## src/rtl/vgapat_pkg.sv

```systemverilog
// Shared mode codes and colour-bar helpers for the video test-pattern source.
`timescale 1ns/1ps
package vgapat_pkg;

  // Pattern selector values carried on i_mode / o_mode; 6 and 7 render black.
  typedef enum logic [2:0] {
    MODE_BARS     = 3'd0,
    MODE_CHECKER  = 3'd1,
    MODE_GRADIENT = 3'd2,
    MODE_SCROLL   = 3'd3,
    MODE_SOLID    = 3'd4,
    MODE_BORDER   = 3'd5
  } mode_e;

  // Widest colour channel the expansion helper can produce.
  localparam int MAX_BPC = 16;

  // Bar colours as {R,G,B} on/off flags, bars ordered left to right.
  function automatic logic [2:0] bar_flags(input logic [2:0] idx);
    logic [2:0] flags;
    case (idx)
      3'd0:    flags = 3'b111;
      3'd1:    flags = 3'b110;
      3'd2:    flags = 3'b011;
      3'd3:    flags = 3'b010;
      3'd4:    flags = 3'b101;
      3'd5:    flags = 3'b100;
      3'd6:    flags = 3'b001;
      default: flags = 3'b000;
    endcase
    return flags;
  endfunction

  // Turns each flag into a full-scale or zero channel of bpc bits, packed {R,G,B}.
  function automatic logic [3*MAX_BPC-1:0] expand_flags(input logic [2:0] flags,
                                                        input int unsigned bpc);
    logic [3*MAX_BPC-1:0] mask;
    logic [3*MAX_BPC-1:0] res;
    mask = ~({(3*MAX_BPC){1'b1}} << bpc);
    res  = (({(3*MAX_BPC){flags[2]}} & mask) << (2*bpc))
         | (({(3*MAX_BPC){flags[1]}} & mask) << bpc)
         |  ({(3*MAX_BPC){flags[0]}} & mask);
    return res;
  endfunction

endpackage

```

## src/rtl/vgapat_barcnt.sv

```systemverilog
// Bar position counter: pixels within the current bar and which bar we are in.
// Shared by the static and the scrolling colour-bar modes.
`timescale 1ns/1ps
module vgapat_barcnt
  import vgapat_pkg::*;
#(
  parameter int LGW = 12
) (
  input  logic           i_pixclk,
  input  logic           i_reset,
  input  logic           load,
  input  logic [2:0]     start_bar,
  input  logic [LGW-1:0] start_sub,
  input  logic           advance,
  input  logic [LGW-1:0] bw,
  input  logic           wrap,
  output logic [2:0]     bar,
  output logic [LGW-1:0] sub
);

  // Load a line-start position, or step one pixel; the last bar either holds or wraps to the first.
  always_ff @(posedge i_pixclk or posedge i_reset) begin
    if (i_reset) begin
      bar <= '0;
      sub <= '0;
    end else if (load) begin
      bar <= start_bar;
      sub <= start_sub;
    end else if (advance) begin
      if (sub >= bw - LGW'(1)) begin
        sub <= '0;
        if (wrap || (bar != 3'd7))
          bar <= bar + 3'd1;
      end else begin
        sub <= sub + LGW'(1);
      end
    end
  end

endmodule

```

## src/rtl/vgapatgen.sv

```systemverilog
// Multi-mode video test-pattern source driven by the sink's pull handshake.
// o_pixel is combinational from the current (x,y) position and frame state.
`timescale 1ns/1ps
module vgapatgen
  import vgapat_pkg::*;
#(
  parameter int BITS_PER_COLOR = 8,
  parameter int LGW            = 12,
  parameter int LGH            = 11,
  parameter int CHECK_LOG2     = 5
) (
  input  logic                        i_pixclk,
  input  logic                        i_reset,
  input  logic [LGW-1:0]              i_width,
  input  logic [LGH-1:0]              i_height,
  input  logic [2:0]                  i_mode,
  input  logic [3*BITS_PER_COLOR-1:0] i_solid,
  input  logic                        i_rd,
  input  logic                        i_newline,
  input  logic                        i_newframe,
  output logic [3*BITS_PER_COLOR-1:0] o_pixel,
  output logic [2:0]                  o_mode,
  output logic [15:0]                 o_frame
);

  localparam int PIX_W = 3*BITS_PER_COLOR;
  localparam int BPC   = BITS_PER_COLOR;

  logic [LGW-1:0] x;
  logic [LGH-1:0] y;
  logic [2:0]     mode;
  logic [15:0]    frame;
  logic [LGW-1:0] bw;
  logic [2:0]     scroll_bar;
  logic [LGW-1:0] scroll_sub;

  logic [LGW-1:0] width_div;
  logic [LGW-1:0] bw_next;
  logic [2:0]     scroll_bar_next;
  logic [LGW-1:0] scroll_sub_next;

  logic           bc_load;
  logic           bc_advance;
  logic           bc_wrap;
  logic [2:0]     bc_start_bar;
  logic [LGW-1:0] bc_start_sub;
  logic [2:0]     bar;
  logic [LGW-1:0] bar_sub;

  logic             active;
  logic             on_border;
  logic [PIX_W-1:0] bar_rgb;

  // Bar width for the coming frame and the scroll offset one pixel further on, measured in that width.
  always_comb begin
    width_div = i_width >> 3;
    bw_next   = (width_div == '0) ? LGW'(1) : width_div;
    if (scroll_sub >= bw_next - LGW'(1)) begin
      scroll_sub_next = '0;
      scroll_bar_next = scroll_bar + 3'd1;
    end else begin
      scroll_sub_next = scroll_sub + LGW'(1);
      scroll_bar_next = scroll_bar;
    end
  end

  // Raster position, frame-level state and scroll offset; newframe beats newline beats read.
  always_ff @(posedge i_pixclk or posedge i_reset) begin
    if (i_reset) begin
      x          <= '0;
      y          <= '0;
      mode       <= '0;
      frame      <= '0;
      bw         <= LGW'(1);
      scroll_bar <= '0;
      scroll_sub <= '0;
    end else if (i_newframe) begin
      x          <= '0;
      y          <= '0;
      mode       <= i_mode;
      frame      <= frame + 16'd1;
      bw         <= bw_next;
      scroll_bar <= scroll_bar_next;
      scroll_sub <= scroll_sub_next;
    end else if (i_newline) begin
      x <= '0;
      if (y != '1)
        y <= y + LGH'(1);
    end else if (i_rd) begin
      if (x != '1)
        x <= x + LGW'(1);
    end
  end

  // Bar counter restarts each line at bar 0, or at the scroll offset when scrolling.
  always_comb begin
    bc_load      = i_newframe | i_newline;
    bc_advance   = i_rd & ~bc_load;
    bc_wrap      = (mode == MODE_SCROLL);
    bc_start_bar = '0;
    bc_start_sub = '0;
    if (i_newframe) begin
      if (i_mode == MODE_SCROLL) begin
        bc_start_bar = scroll_bar_next;
        bc_start_sub = scroll_sub_next;
      end
    end else if (mode == MODE_SCROLL) begin
      bc_start_bar = scroll_bar;
      bc_start_sub = scroll_sub;
    end
  end

  vgapat_barcnt #(
    .LGW(LGW)
  ) u_barcnt (
    .i_pixclk  (i_pixclk),
    .i_reset   (i_reset),
    .load      (bc_load),
    .start_bar (bc_start_bar),
    .start_sub (bc_start_sub),
    .advance   (bc_advance),
    .bw        (bw),
    .wrap      (bc_wrap),
    .bar       (bar),
    .sub       (bar_sub)
  );

  // Pixel colour for the current position; anything outside the active area is black.
  always_comb begin
    active    = (x < i_width) && (y < i_height);
    on_border = (x == '0) || (y == '0) ||
                (x == i_width - LGW'(1)) || (y == i_height - LGH'(1));
    bar_rgb   = PIX_W'(expand_flags(bar_flags(bar), BITS_PER_COLOR));
    o_pixel   = '0;
    if (active) begin
      case (mode)
        MODE_BARS, MODE_SCROLL: o_pixel = bar_rgb;
        MODE_CHECKER:           o_pixel = (x[CHECK_LOG2] ^ y[CHECK_LOG2]) ? '1 : '0;
        MODE_GRADIENT:          o_pixel = {x[BPC-1:0], y[BPC-1:0], frame[BPC-1:0]};
        MODE_SOLID:             o_pixel = i_solid;
        MODE_BORDER:            o_pixel = on_border ? '1 : '0;
        default:                o_pixel = '0;
      endcase
    end
  end

  assign o_mode  = mode;
  assign o_frame = frame;

endmodule

```

## config.mk

```make
export PLATFORM = sky130hd
export DESIGN_NAME = vgapatgen
export DESIGN_NICKNAME = d
export VERILOG_FILES = /design/src/rtl/vgapat_pkg.sv /design/src/rtl/vgapat_barcnt.sv /design/src/rtl/vgapatgen.sv
export SDC_FILE = /design/constraint.sdc
export NUM_CORES = 1
export LEC_CHECK = 0
export ABC_AREA = 1
export ABC_CLOCK_PERIOD_IN_PS = 5000
export BUFFER_PORTS_ARGS = -buffer_cell sky130_fd_sc_hd__buf_2
export CORE_MARGIN = 4
export CORE_UTILIZATION = 47
export DETAILED_ROUTE_END_ITERATION = 16
export GPL_TIMING_DRIVEN = 1
export PLACE_DENSITY = 0.67
export SYNTH_ARGS = -nofsm -noshare
export SYNTH_HDL_FRONTEND = slang
export SYNTH_SLANG_ARGS = --single-unit
```

## constraint.sdc

```tcl
create_clock -name i_pixclk -period 5 [get_ports i_pixclk]
set_input_delay 1 -clock i_pixclk [delete_from_list [all_inputs] [get_ports i_pixclk]]
set_output_delay 1 -clock i_pixclk [all_outputs]
set_load 0.05 [all_outputs]
```

# Word-level counts from Yosys, hierarchy flattened
# Cells that the tools add are included.
[totals] register_bits=84 latchBits=0 mem_bits_rw=0 romBits=0 in_bits=55 output_inout_bits=43 elab_cells=96 n_memories=0
[classes] n_addsub=11 n_mul=0 div_mod_pow=0 order_cmp=4 n_eq_ne=17 shift=0 n_mux=28 bitwise=6 reduce_logical=21
[op_table] cell="$mux 12" n=11
[op_table] cell="$pmux 24 s5" n=1
[op_table] cell="$mux 24" n=3
[op_table] cell="$add 12x1->12 const B" n=3
[op_table] cell="$mux 11" n=3
[op_table] cell="$ge 12x12->1" n=2
[op_table] cell="$logic_not 12->1" n=2
[op_table] cell="$mux 3" n=8
[op_table] cell="$or 24x16->24" n=1
[op_table] cell="$or 24x8->24" n=1
[op_table] cell="$sub 12x1->12 const B" n=2
[op_table] cell="$pmux 3 s7" n=1
[op_table] cell="$add 16x1->16 const B" n=1
[op_table] cell="$eq 3x2->1 const B" n=5
[op_table] cell="$eq 3x3->1 const B" n=5
[op_table] cell="$eq 12x12->1" n=1
[op_table] cell="$lt 12x12->1" n=1
[op_table] cell="$ne 12x12->1 const B" n=1
[op_table] cell="$add 11x1->11 const B" n=1
[op_table] cell="$eq 11x11->1" n=1
[op_table] cell="$logic_not 11->1" n=1
[op_table] cell="$lt 11x11->1" n=1
[op_table] cell="$ne 11x11->1 const B" n=1
[op_table] cell="$sub 11x1->11 const B" n=1
[op_table] cell="other kinds (17)" n=29

# Logic depth before layout (Yosys ltp)
# Gate-level depths: netlist of the first run.
[depth] word_depth=8 depth_mapped=21 ltp_nobuf=20

# By module
# From an unflattened synthesis of the first run, not the netlist that was laid out.
[unflattened] hier_cells=1077 hier_area_um2=7422.1
[modules_own_cells] mod="vgapatgen" n_inst=1 cells_per_inst=875 area_per_inst_um2=5918.2 seq_area_each_um2=1652.8
[modules_own_cells] mod="vgapat_barcnt" n_inst=1 cells_per_inst=202 area_per_inst_um2=1503.9 seq_area_each_um2=375.4

# Least setup slack after synthesis of the first run
# Ideal clock, no wire load.
[synth_path] path_kind="in2out" from="input i_width[7]" to="output o_pixel[10]" arrival_time_ns=3.342 required_ns=4.000 slack_ns=0.658 path_stages=10 path_buffers=2 cell_sequence="buf_4 > inv_1 > ha_1 > a21oi_1 > o21a_1 > o221ai_1 > a211oi_2 > inv_1 > buf_6 > a21oi_1"
[synth_via] elab_chain_len=7 word_cells_on_any_way=9 cone_classes="add/sub: 1; order compare: 1; eq/ne: 1; mux: 3; reduce/logical: 3"
[synth_rtl] element="start: declaration" line="vgapatgen.sv:14" rtl="input logic [LGW-1:0] i_width,"
[synth_rtl] element="$sub 12x1->12" line="vgapatgen.sv:132" rtl="(x == i_width - LGW'(1)) || (y == i_height - LGH'(1));"
[synth_rtl] element="$eq 12x12->1" line="vgapatgen.sv:132"
[synth_rtl] element="$logic_or 1x1->1" line="vgapatgen.sv:131" rtl="on_border = (x == '0) || (y == '0) ||"
[synth_rtl] element="$logic_or 1x1->1" line="vgapatgen.sv:132"
[synth_rtl] element="$mux 24" line="vgapatgen.sv:141" rtl="MODE_BORDER: o_pixel = on_border ? '1 : '0;"
[synth_rtl] element="$pmux 24 s5" line="vgapatgen.sv:136" rtl="case (mode)"
[synth_rtl] element="$mux 24 (*)" line="vgapatgen.sv:135" rtl="if (active) begin"
[synth_rtl] element="end: declaration" line="vgapatgen.sv:21" rtl="output logic [3*BITS_PER_COLOR-1:0] o_pixel,"
# Every way passes the cells marked *; elsewhere a longest branch is shown, timed or not.

# Worst setup path after layout of the first run
[layout_path] from="input i_height[2]" to="output o_pixel[14]"
[layout_via] elab_chain_len=6 word_cells_on_any_way=8 cone_classes="add/sub: 1; order compare: 1; eq/ne: 1; mux: 3; reduce/logical: 2"
[layout_rtl] element="start: declaration" line="vgapatgen.sv:15" rtl="input logic [LGH-1:0] i_height,"
[layout_rtl] element="$sub 11x1->11" line="vgapatgen.sv:132"
[layout_rtl] element="$eq 11x11->1" line="vgapatgen.sv:132"
[layout_rtl] element="$logic_or 1x1->1" line="vgapatgen.sv:132"
[layout_rtl] element="$mux 24" line="vgapatgen.sv:141"
[layout_rtl] element="$pmux 24 s5" line="vgapatgen.sv:136"
[layout_rtl] element="$mux 24 (*)" line="vgapatgen.sv:135"
# Marked as above.

==> results.yml, run 1 <==
clock_network:
  cts_tree: "built"
  numCtsBuffers: 9
  cts-root-buf: "clkbuf_16"
  cts_hold_buf: 0
  cts_htree_levels: 3
  path_clk_slew_ns: 0.06
  post_cts_buffers: 0
  cts_resized: 0
  clk_latency_ns: 0.35
  clock-sinks: 81
  clk_path_buf_depth: 2
place:
  postPlaceCellArea_sq_um: 7810
  place_congestion: 0.895
  hpwl_mm: 15.0
  portBuffers: 97
pwr:
  leakage_uw: 0.00404
  pwr_density_cell_nw_per_um2: 310
  power_uw: 2500
  vdd.ir_drop.worst_uv: 222
setup_path:
  crit_type: "in2out"
  critPathTopFamily: "compound AO/OA/AOI/OAI gates"
  critPathSlowestCell: "a211oi_2"
  arrival_ns: 3.56
  required_ns: 4.00
  worstPathMaxFanout: 16
  reg2reg_setup_slack_ns: 2.00
  worstPathCellList: "buf_2, inv_1, ha_1, nand2_1, nor2_1, a211oi_1, o211ai_1, a211oi_2, inv_1, a21oi_1, buf_2"
  endpoint_kind: "output port"
  crit_buf_inv: 4
  slowest_delay_ns: 0.59
  crit_path_start_kind: "primary input"
drt:
  maxUsedRoutingLayer: "met4"
  finalWirelength_mm: 19.3
  ant_nets: 0
  dr.pass1.iters: 5
  wire_per_inst_um: 15.0
  via_per_inst: 5.46
  wl_met3_um: 618
  route.met2.wl_mm: 8.75
  drtIter0Drc: 379
  post-route-drc-count: 0
  num_vias: 7035
  wl_met1_mm: 9.58
yosys:
  synth.area.top_cells: "dfrtp_1 (28%), ha_1 (11%), nand2_1 (9.7%)"
  synth_top_area_cell: "dfrtp_1"
  ys_seq_area_share_pct: 28.3
  synth_edf_count: 0
  synth_top_area_share_pct: 27.9
  syn_avg_cell_area_sq_um: 7.09
  synthDistinctLibCells: 55
  synth_warnings: 0
  synth_cells: 1012
  syn-cell-area_sq_um: 7180
  synth-seq-cells: 81
  ys.flop_type: "dfrtp_1"
  async_flop_share_pct: 100
timing:
  maxSlewViolCount: 0
  fin_crit_sh_pct: 91.3
  worst_pin_slew_ns: 0.912
  timing.fmax_mhz: 219
  rsz0062_at_grt: "false"
  setup_viol: 0
  finalSetupTns_ns: 0
  slew_headroom_pct: 39.2
  period_minus_slack_ns: 4.56
  finalHoldViolCount: 0
  skew_ns: 0.00594
final_layout:
  antenna_cells: 0
  final_area_sq_um: 8070
  nets: 1220
  drive_gt1_share_pct: 13.2
  syn2layout_area_growth_pct: 12.4
grt:
  grt_pass1_vias: 6562
  grt_max_degree: 44
  antenna_found_initial: 0
  grt_pass1_wl_mm: 32.5
  grtUsageTotal_pct: 22.4
  grt-ovfl-total: 0
floorplanning:
  fp-row-count: 44
  ios: 98
  core_area_sq_um: 14800
  die_area_sq_um: 17300
  die_w_um: 132
  start_util_pct: 48.7
  die_h_um: 132
run:
  maxCapViolations: 0
status:
  status: "finished, final reports clean"
min_path:
  min_path_type: "reg2reg"
## flip-flops by register name (all words and copies together) (netlist names)
register / count
bw: 9
o_frame: 16
o_mode: 3
scroll_bar: 3
scroll_sub: 12
u_barcnt.bar: 3
u_barcnt.sub: 12
x: 12
y: 11
## synthesized netlist by cell type, types with 2 or more instances
library cell  count
nand2_2           4
buf_6             4
nor2_2            8
a211oi_1          3
nand2_1         186
nor2_1           90
clkbuf_1         20
nor4_1            8
nand3b_1          4
xnor3_1           4
o211ai_1          3
nor2_4            3
nor3_1           23
a311oi_1         16
nand4_1          15
o22ai_1           2
a31oi_1          12
o21ai_0          83
inv_1           138
o31ai_1           3
buf_4             3
o21ai_1           2
dfrtp_1          80
ha_1             65
a21oi_1          61
nand3_1          93
o21a_1            5
xor2_1           35
xnor2_1          13
## power breakdown
group	internal (uW)	switching [uW]
logic	288	717
registers	749	127
clock network	344	274
total	1380	1120
## routing by layer
layer | vias to the layer above | global-route usage [%]
li1 | 3584 | -
met1 | 3278 | 31.9
met2 | 144 | 35.6
met3 | 29 | 2.60
met4 | 0 | 7.12
met5 | - | 0
## path summary, 6_finish.rpt
kind | startpoint | to | depth (start not counted)
hold / removal | o_frame[15] | o_frame[15] | 1
hold reg to reg | o_frame[15] | o_frame[15] | 1
max in group asynchronous | i_reset | bw[0] | 3
setup reg to reg | bw[2] | u_barcnt.bar[2] | 15
setup / recovery | i_height[2] | o_pixel[14] | 11
min in group asynchronous | i_reset | scroll_bar[2] | 2
## per-stage QoR
stage	hold WS, ns	instances	worst slack, ns	util (%)
2_1_floorplan	0.470	1014	0.658	-
3_3_place_gp	0.458	1273	0.556	52.9
3_5_place_dp	0.460	1273	0.479	52.9
4_1_cts	0.473	1288	0.471	54.7
5_1_grt	0.496	1288	0.236	54.7
6_report	0.472	1288	0.435	54.7
## cell usage in the layout, fill, tap and decap left out, types with 35 or more instances in the layout
cell type  instances
inv_1            137
dfrtp_1           80
o21ai_0           83
xor2_1            35
ha_1              65
a21oi_1           61
buf_2             97
nand3_1           93
nor2_1            90
nand2_1          186
## cells by family after synthesis
| family | Yosys count | share of synthesized area, % |
|---|---|---|
| simple gates | 442 | 27.5 |
| xor+xnor | 52 | 7.11 |
| fa+ha+maj | 65 | 11.3 |
| buf+inv | 171 | 9.57 |
| flops | 81 | 28.3 |
| compound gates | 200 | 16.2 |
| other cells | 1 | 0.0522 |
## layout make-up
| class | count | area, sq um |
|---|---|---|
| Fill cell | 1493 | 6680 |
| Multi-Input combinational cell | 762 | 4470 |
| Sequential cell | 81 | 2030 |
| Timing Repair Buffer | 105 | 546 |
| Inverter | 141 | 532 |
| Clock buffer | 11 | 243 |
| Tap cell | 184 | 230 |
| Clock inverter | 4 | 20.0 |
No activity file was read; power rests on OpenSTA's default activity.
==> inputs of run 2 (changes only) <==
- PLACE_DENSITY: 0.67 -> 0.72
- SYNTH_HIERARCHICAL: not set -> 1
==> run 2 against run 1 <==
  * Cell area grew 4.8%
  * Largest power group unchanged
  * Final cell count grew 7.8%
  * Highest routed layer unchanged
  * Sequential share of layout area shrank 1.2 points
  * Core utilization grew 0.53 points
  * Register-to-register slack gained 0.16 ns
  * Worst hold slack gained 0.028 ns
  * Non-clock buffer count shrank 1
  * Fmax grew 5.5%
==> results.yml, run 2 <==
status:
  status: "finished, final reports clean"
min_path:
  min-delay-start: "bw[0]"
  min_to: "bw[0]"
  hold_path_depth: 2
  min_path_type: "reg2reg"
pwr:
  vdd.ir_drop.worst_uv: 232
  switching_power_uw: 1080
  sw_frac_of_total_pct: 43.1
  clkPwrFrac_pct: 30.0
  power.internal_uw: 1430
  comb_power_share_pct: 36.4
  pwr_density_cell_nw_per_um2: 298
  p_seq_share_pct: 33.6
  leakage_uw: 0.00443
grt:
  grt-ovfl-total: 0
  grt_max_degree: 42
  antenna_found_initial: 0
  grt_pass1_wl_mm: 33.9
  grtUsageTotal_pct: 23.3
  grt_pass1_vias: 6891
clock_network:
  clk_path_buf_depth: 2
  cts_tree: "built"
  path_clk_slew_ns: 0.07
  post_cts_buffers: 0
  cts_hold_buf: 0
  numCtsBuffers: 9
  clock-sinks: 81
  cts_htree_levels: 3
  cts_resized: 0
  cts-root-buf: "clkbuf_16"
  clk_latency_ns: 0.35
timing:
  finalSetupTns_ns: 0
  finalHoldViolCount: 0
  maxSlewViolCount: 0
  slew_headroom_pct: 26.4
  fin_crit_sh_pct: 86.5
  setup_slack_ns: 0.675
  rsz0062_at_grt: "false"
  period_minus_slack_ns: 4.32
  timing.fmax_mhz: 231
  skew_ns: 0.0120
  worst_pin_slew_ns: 1.10
  setup_viol: 0
drt:
  via_per_inst: 5.28
  finalWirelength_mm: 20.7
  drtIter0Drc: 505
  num_vias: 7330
  wire_per_inst_um: 14.9
  ant_nets: 0
  post-route-drc-count: 0
  dr.pass1.iters: 5
place:
  hpwl_mm: 15.7
  place_ws_ns: 0.726
  portBuffers: 97
  place_congestion: 0.927
final_layout:
  nets: 1289
  layout_common_cells: "nand2_1 (238), inv_1 (172), nand3_1 (112), buf_2 (97), nor2_1 (81)"
  drive_gt1_share_pct: 14.8
  syn2layout_area_growth_pct: 14.0
  fillers: 1570
  largest_register_ffs: 16
  antenna_cells: 0
  final_common_cell: "nand2_1"
yosys:
  ys.flop_type: "dfrtp_1"
  ys_seq_area_share_pct: 27.3
  synth_top_area_share_pct: 27.0
  synthDistinctLibCells: 49
  syn_avg_cell_area_sq_um: 6.89
  async_flop_share_pct: 100
  syn-cell-area_sq_um: 7420
  synth_commonest_cells: "nand2_1 (238), inv_1 (173), nand3_1 (112)"
  synth_warnings: 6
  synth_top_area_cell: "dfrtp_1"
  synth_most_common_cell: "nand2_1"
  synth_edf_count: 0
  synth-seq-cells: 81
  synth.area.top_cells: "dfrtp_1 (27%), nand2_1 (12%), ha_1 (10%)"
  synth_cells: 1077
floorplanning:
  die_area_sq_um: 17900
  die_w_um: 134
  fp-row-count: 45
  start_util_pct: 48.5
  die_h_um: 134
  ios: 98
  core_area_sq_um: 15300
setup_path:
  required_ns: 4.00
  timing.rr.start: "bw[0]"
  endpoint_kind: "output port"
  arrival_ns: 3.32
  crit_path_start_kind: "flip-flop"
  reg2reg_to: "u_barcnt/bar[0]"
  worstPathMaxFanout: 27
  ff2ff_path_depth: 17
  crit_type: "reg2out"
  reg2reg_setup_slack_ns: 2.16
run:
  maxCapViolations: 0
## run 2: cell count changes after synthesis, moves of 14 or more
cell	change
a311oi_1	-14
o21ai_0	-21
nand2_1	+52
inv_1	+35
a21oi_1	-26
nand3_1	+19
## run 2: worst max path at each step
stage	start	end	slack (ns)
6_report	o_mode[2]	o_pixel[18]	0.68
5_1_grt	o_mode[2]	o_pixel[17]	0.47
4_1_cts	o_mode[2]	o_pixel[18]	0.85
3_5_place_dp	i_width[9]	u_barcnt/bar[1]	0.73
3_3_place_gp	i_width[9]	u_barcnt/sub[9]	0.79
2_1_floorplan	i_width[0]	o_pixel[16]	1.01
## run 2: power groups by stage
stage	combinational (uW)	sequential, uW	clock, uW
after floorplan	573	951	0
after detailed placement	911	854	0
after CTS	920	843	769
after global placement	895	853	0
after global routing	1020	857	793
final	917	846	756
## run 2: cell type report
type | instances | area (sq um) | area share, %
repair buffers | 104 | 538 | 6.36
well taps | 211 | 264 | 3.12
clock inverters | 7 | 105 | 1.24
clock buffers | 9 | 225 | 2.66
multi-input cells | 800 | 4630 | 54.7
inverters | 177 | 667 | 7.88
flip-flops and latches | 81 | 2030 | 24.0
## run 2: per-layer routing
layer  GRT usage, %  wire length, um  up-vias
met3           4.72             1190       29
li1               -                -     3689
met4           5.49              352        0
met1           31.6             9660     3399
met2           38.4             9490      213
met5              0                0        -
## run 2: logic make-up (layout without fill, tap and decap cells)
family                   after synthesis  after routing  share of synthesized area (%)
XOR/XNOR                              62             62                           7.70
AO/OA/AOI/OAI                        152            152                           11.8
flip-flops                            81             81                           27.3
adder cells (fa/ha/maj)               61             61                           10.3
AND/OR/NAND/NOR                      514            514                           31.7
other                                  2              9                          0.101
buffers and inverters                203            297                           10.7
multiplexers                           2              2                          0.303
## run 2: through the flow
stage / cells / total power, uW / area [sq um] / util (%) / hold slack [ns]
3_3_place_gp: 1373 / 1750 / 8130 / 53.1 / 0.478
6_report: 1389 / 2520 / 8460 / 55.2 / 0.500
3_5_place_dp: 1373 / 1760 / 8130 / 53.1 / 0.488
5_1_grt: 1389 / 2670 / 8460 / 55.2 / 0.513
2_1_floorplan: 1084 / 1520 / 7450 / - / 0.459
4_1_cts: 1389 / 2530 / 8460 / 55.2 / 0.498
## run 2: critical path, stage by stage, from the launching register on
cell and delay, ns:
dfrtp_1 0.80, inv_1 0.32, nand3_1 0.73, o21ai_0 0.59, inv_1 0.08, nand3_1 0.09
nand2_1 0.06, inv_1 0.05, buf_2 0.25
==> inputs of run 3 (changes only) <==
- ABC_AREA: 1 -> not set
==> run 3 against run 2 <==
  * Total power fell by 2.3%
  * Sequential power is 3.3% higher
  * Sequential cell count unchanged
  * Largest cell class unchanged
  * Clock skew is 0.0050 ns lower
==> results.yml, run 3 <==
status:
  status: "finished, final reports clean"
place:
  hpwl_mm: 14.0
  portBuffers: 97
  place_congestion: 0.897
yosys:
  syn-cell-area_sq_um: 7270
  synth_edf_count: 0
  synthXorXnorAreaFrac_pct: 9.15
  synth_warnings: 6
  synthDistinctLibCells: 66
  yosys-mux-area-fraction_pct: 2.63
  synth-seq-cells: 81
  ys_seq_area_share_pct: 27.9
  synth_most_common_cell: "nor2_1"
  synth_top_area_cell: "dfrtp_1"
  synth-adder-area-share_pct: 10.5
  synth-compound-area-share_pct: 20.5
  synth_cells: 915
  synth_commonest_cells: "nor2_1 (109), a21oi_1 (91), dfrtp_1 (80)"
  ys.flop_type: "dfrtp_1"
  syn_avg_cell_area_sq_um: 7.95
  async_flop_share_pct: 100
  yosys.area_share.simple_pct: 23.5
  synth.area.top_cells: "dfrtp_1 (28%), ha_1 (10%), a21oi_1 (6.3%)"
  synth_top_area_share_pct: 27.5
  synth_top_family_by_area: "simple AND/OR/NAND/NOR gates"
pwr:
  vdd.ir_drop.worst_uv: 161
  leakage_uw: 0.00379
  power_uw: 2460
  pwr_density_cell_nw_per_um2: 299
timing:
  finalSetupTns_ns: 0
  skew_ns: 0.00701
  worst_pin_slew_ns: 0.976
  finalHoldViolCount: 0
  rsz0062_at_grt: "false"
  timing.fmax_mhz: 213
  period_minus_slack_ns: 4.68
  slew_headroom_pct: 34.8
  whs_ns: 0.473
  maxSlewViolCount: 0
  fin_crit_sh_pct: 93.7
  setup_viol: 0
final_layout:
  syn2layout_area_growth_pct: 13.0
  largest_register_ffs: 16
  drive_gt1_share_pct: 19.1
  antenna_cells: 0
  nets: 1109
  layout_common_cells: "nor2_1 (109), buf_2 (97), a21oi_1 (91), dfrtp_1 (80), nand2_1 (77)"
  final_common_cell: "nor2_1"
drt:
  ant_nets: 0
  num_vias: 6737
  drtIter0Drc: 395
  post-route-drc-count: 0
  finalWirelength_mm: 18.5
  dr.pass1.iters: 5
  wire_per_inst_um: 15.6
  via_per_inst: 5.68
run:
  maxCapViolations: 0
setup_path:
  arrival_ns: 3.68
  crit_top_cell: "buf_2"
  crit_buf_inv: 4
  slowest_delay_ns: 0.65
  crit_type: "in2out"
  worstPathCellList: "buf_2, inv_1, ha_1, nand2b_1, or4b_2, a221oi_1, a31oi_1, a221o_1, buf_4, a21oi_1, buf_2"
  endpoint_kind: "output port"
  reg2reg_setup_slack_ns: 1.75
  required_ns: 4.00
  critPathSlowestCell: "or4b_2"
  worstPathMaxFanout: 24
  critPathTopFamily: "compound AO/OA/AOI/OAI gates"
  crit_path_start_kind: "primary input"
clock_network:
  numCtsBuffers: 9
  cts_resized: 0
  path_clk_slew_ns: 0.07
  cts_htree_levels: 3
  clk_latency_ns: 0.35
  clock-sinks: 81
  cts-root-buf: "clkbuf_16"
  clk_path_buf_depth: 2
  cts_tree: "built"
  post_cts_buffers: 0
  cts_hold_buf: 0
floorplanning:
  die_h_um: 132
  fp-row-count: 45
  start_util_pct: 47.9
  die_w_um: 132
  ios: 98
  core_area_sq_um: 15200
  die_area_sq_um: 17500
grt:
  antenna_found_initial: 1
  grtUsageTotal_pct: 20.9
  grt_max_degree: 53
  grt_pass1_vias: 6224
  grt_pass1_wl_mm: 30.5
  grt-ovfl-total: 0
min_path:
  min_path_type: "reg2reg"
## run 3: layout make-up
| type | count | area [sq um] |
|---|---|---|
| clock inverter | 7 | 78.8 |
| tap | 188 | 235 |
| clock buffer | 9 | 225 |
| inverter | 50 | 188 |
| fill | 1410 | 6980 |
| timing repair buffer | 113 | 606 |
| sequential | 81 | 2030 |
| multi-input combinational | 738 | 4860 |
## run 3: path summary, 6_finish.rpt
path / startpoint / end / depth (start not counted)
worst min register to register: o_frame[15] / o_frame[15] / 1
worst max register to register: bw[1] / u_barcnt/bar[2] / 12
max in group asynchronous: i_reset / x[5] / 3
min in group asynchronous: i_reset / u_barcnt/bar[0] / 2
worst min-delay path: o_frame[15] / o_frame[15] / 1
worst max-delay path: i_width[1] / o_pixel[22] / 11
## run 3: per-stage QoR
stage / cells / area (sq um) / utilization [%] / setup slack, ns
after floorplan: 922 / 7300 / - / 0.293
after global placement: 1170 / 7910 / 52.1 / 0.375
after detailed placement: 1170 / 7910 / 52.1 / 0.336
after CTS: 1186 / 8220 / 54.1 / 0.335
after global routing: 1186 / 8220 / 54.1 / 0.0969
final: 1186 / 8220 / 54.1 / 0.315
## run 3: routing by layer
| metal | track usage [%] | share of wire (%) | vias up |
|---|---|---|---|
| li1 | - | - | 3383 |
| met4 | 4.68 | 1.1 | 2 |
| met2 | 33.1 | 46 | 157 |
| met3 | 3.69 | 4.7 | 17 |
| met1 | 30.0 | 48 | 3178 |
| met5 | 0 | 0.059 | - |
## run 3: worst register-to-register path: cells and delay by family (launching register included)
kind | cells | cell delay [ns]
AO/OA/AOI/OAI | 4 | 1.16
XOR/XNOR | 1 | 0.15
adder cells (fa/ha/maj) | 2 | 0.49
buffers and inverters | 2 | 0.15
flip-flops | 1 | 0.42
multiplexers | 1 | 0.31
AND/OR/NAND/NOR | 2 | 0.48
## run 3: cell families (layout without fill, tap and decap cells)
logic type | count (synthesis) | in the layout
and+or+nand+nor | 345 | 345
AOI/OAI and AO/OA | 230 | 230
buffers and inverters | 103 | 179
DFF | 81 | 81
xor gates and xnor gates | 76 | 76
adders and majority gates | 61 | 61
muxes | 17 | 17
other | 2 | 9
## run 3: report_power, final
group / internal (uW) / total, uW / leakage [uW] / switching [uW]
combinational: 314 / 897 / 0.00258 / 584
clock: 392 / 690 / 0.000144 / 297
sequential: 735 / 874 / 0.00107 / 139
total: 1440 / 2460 / 0.00379 / 1020
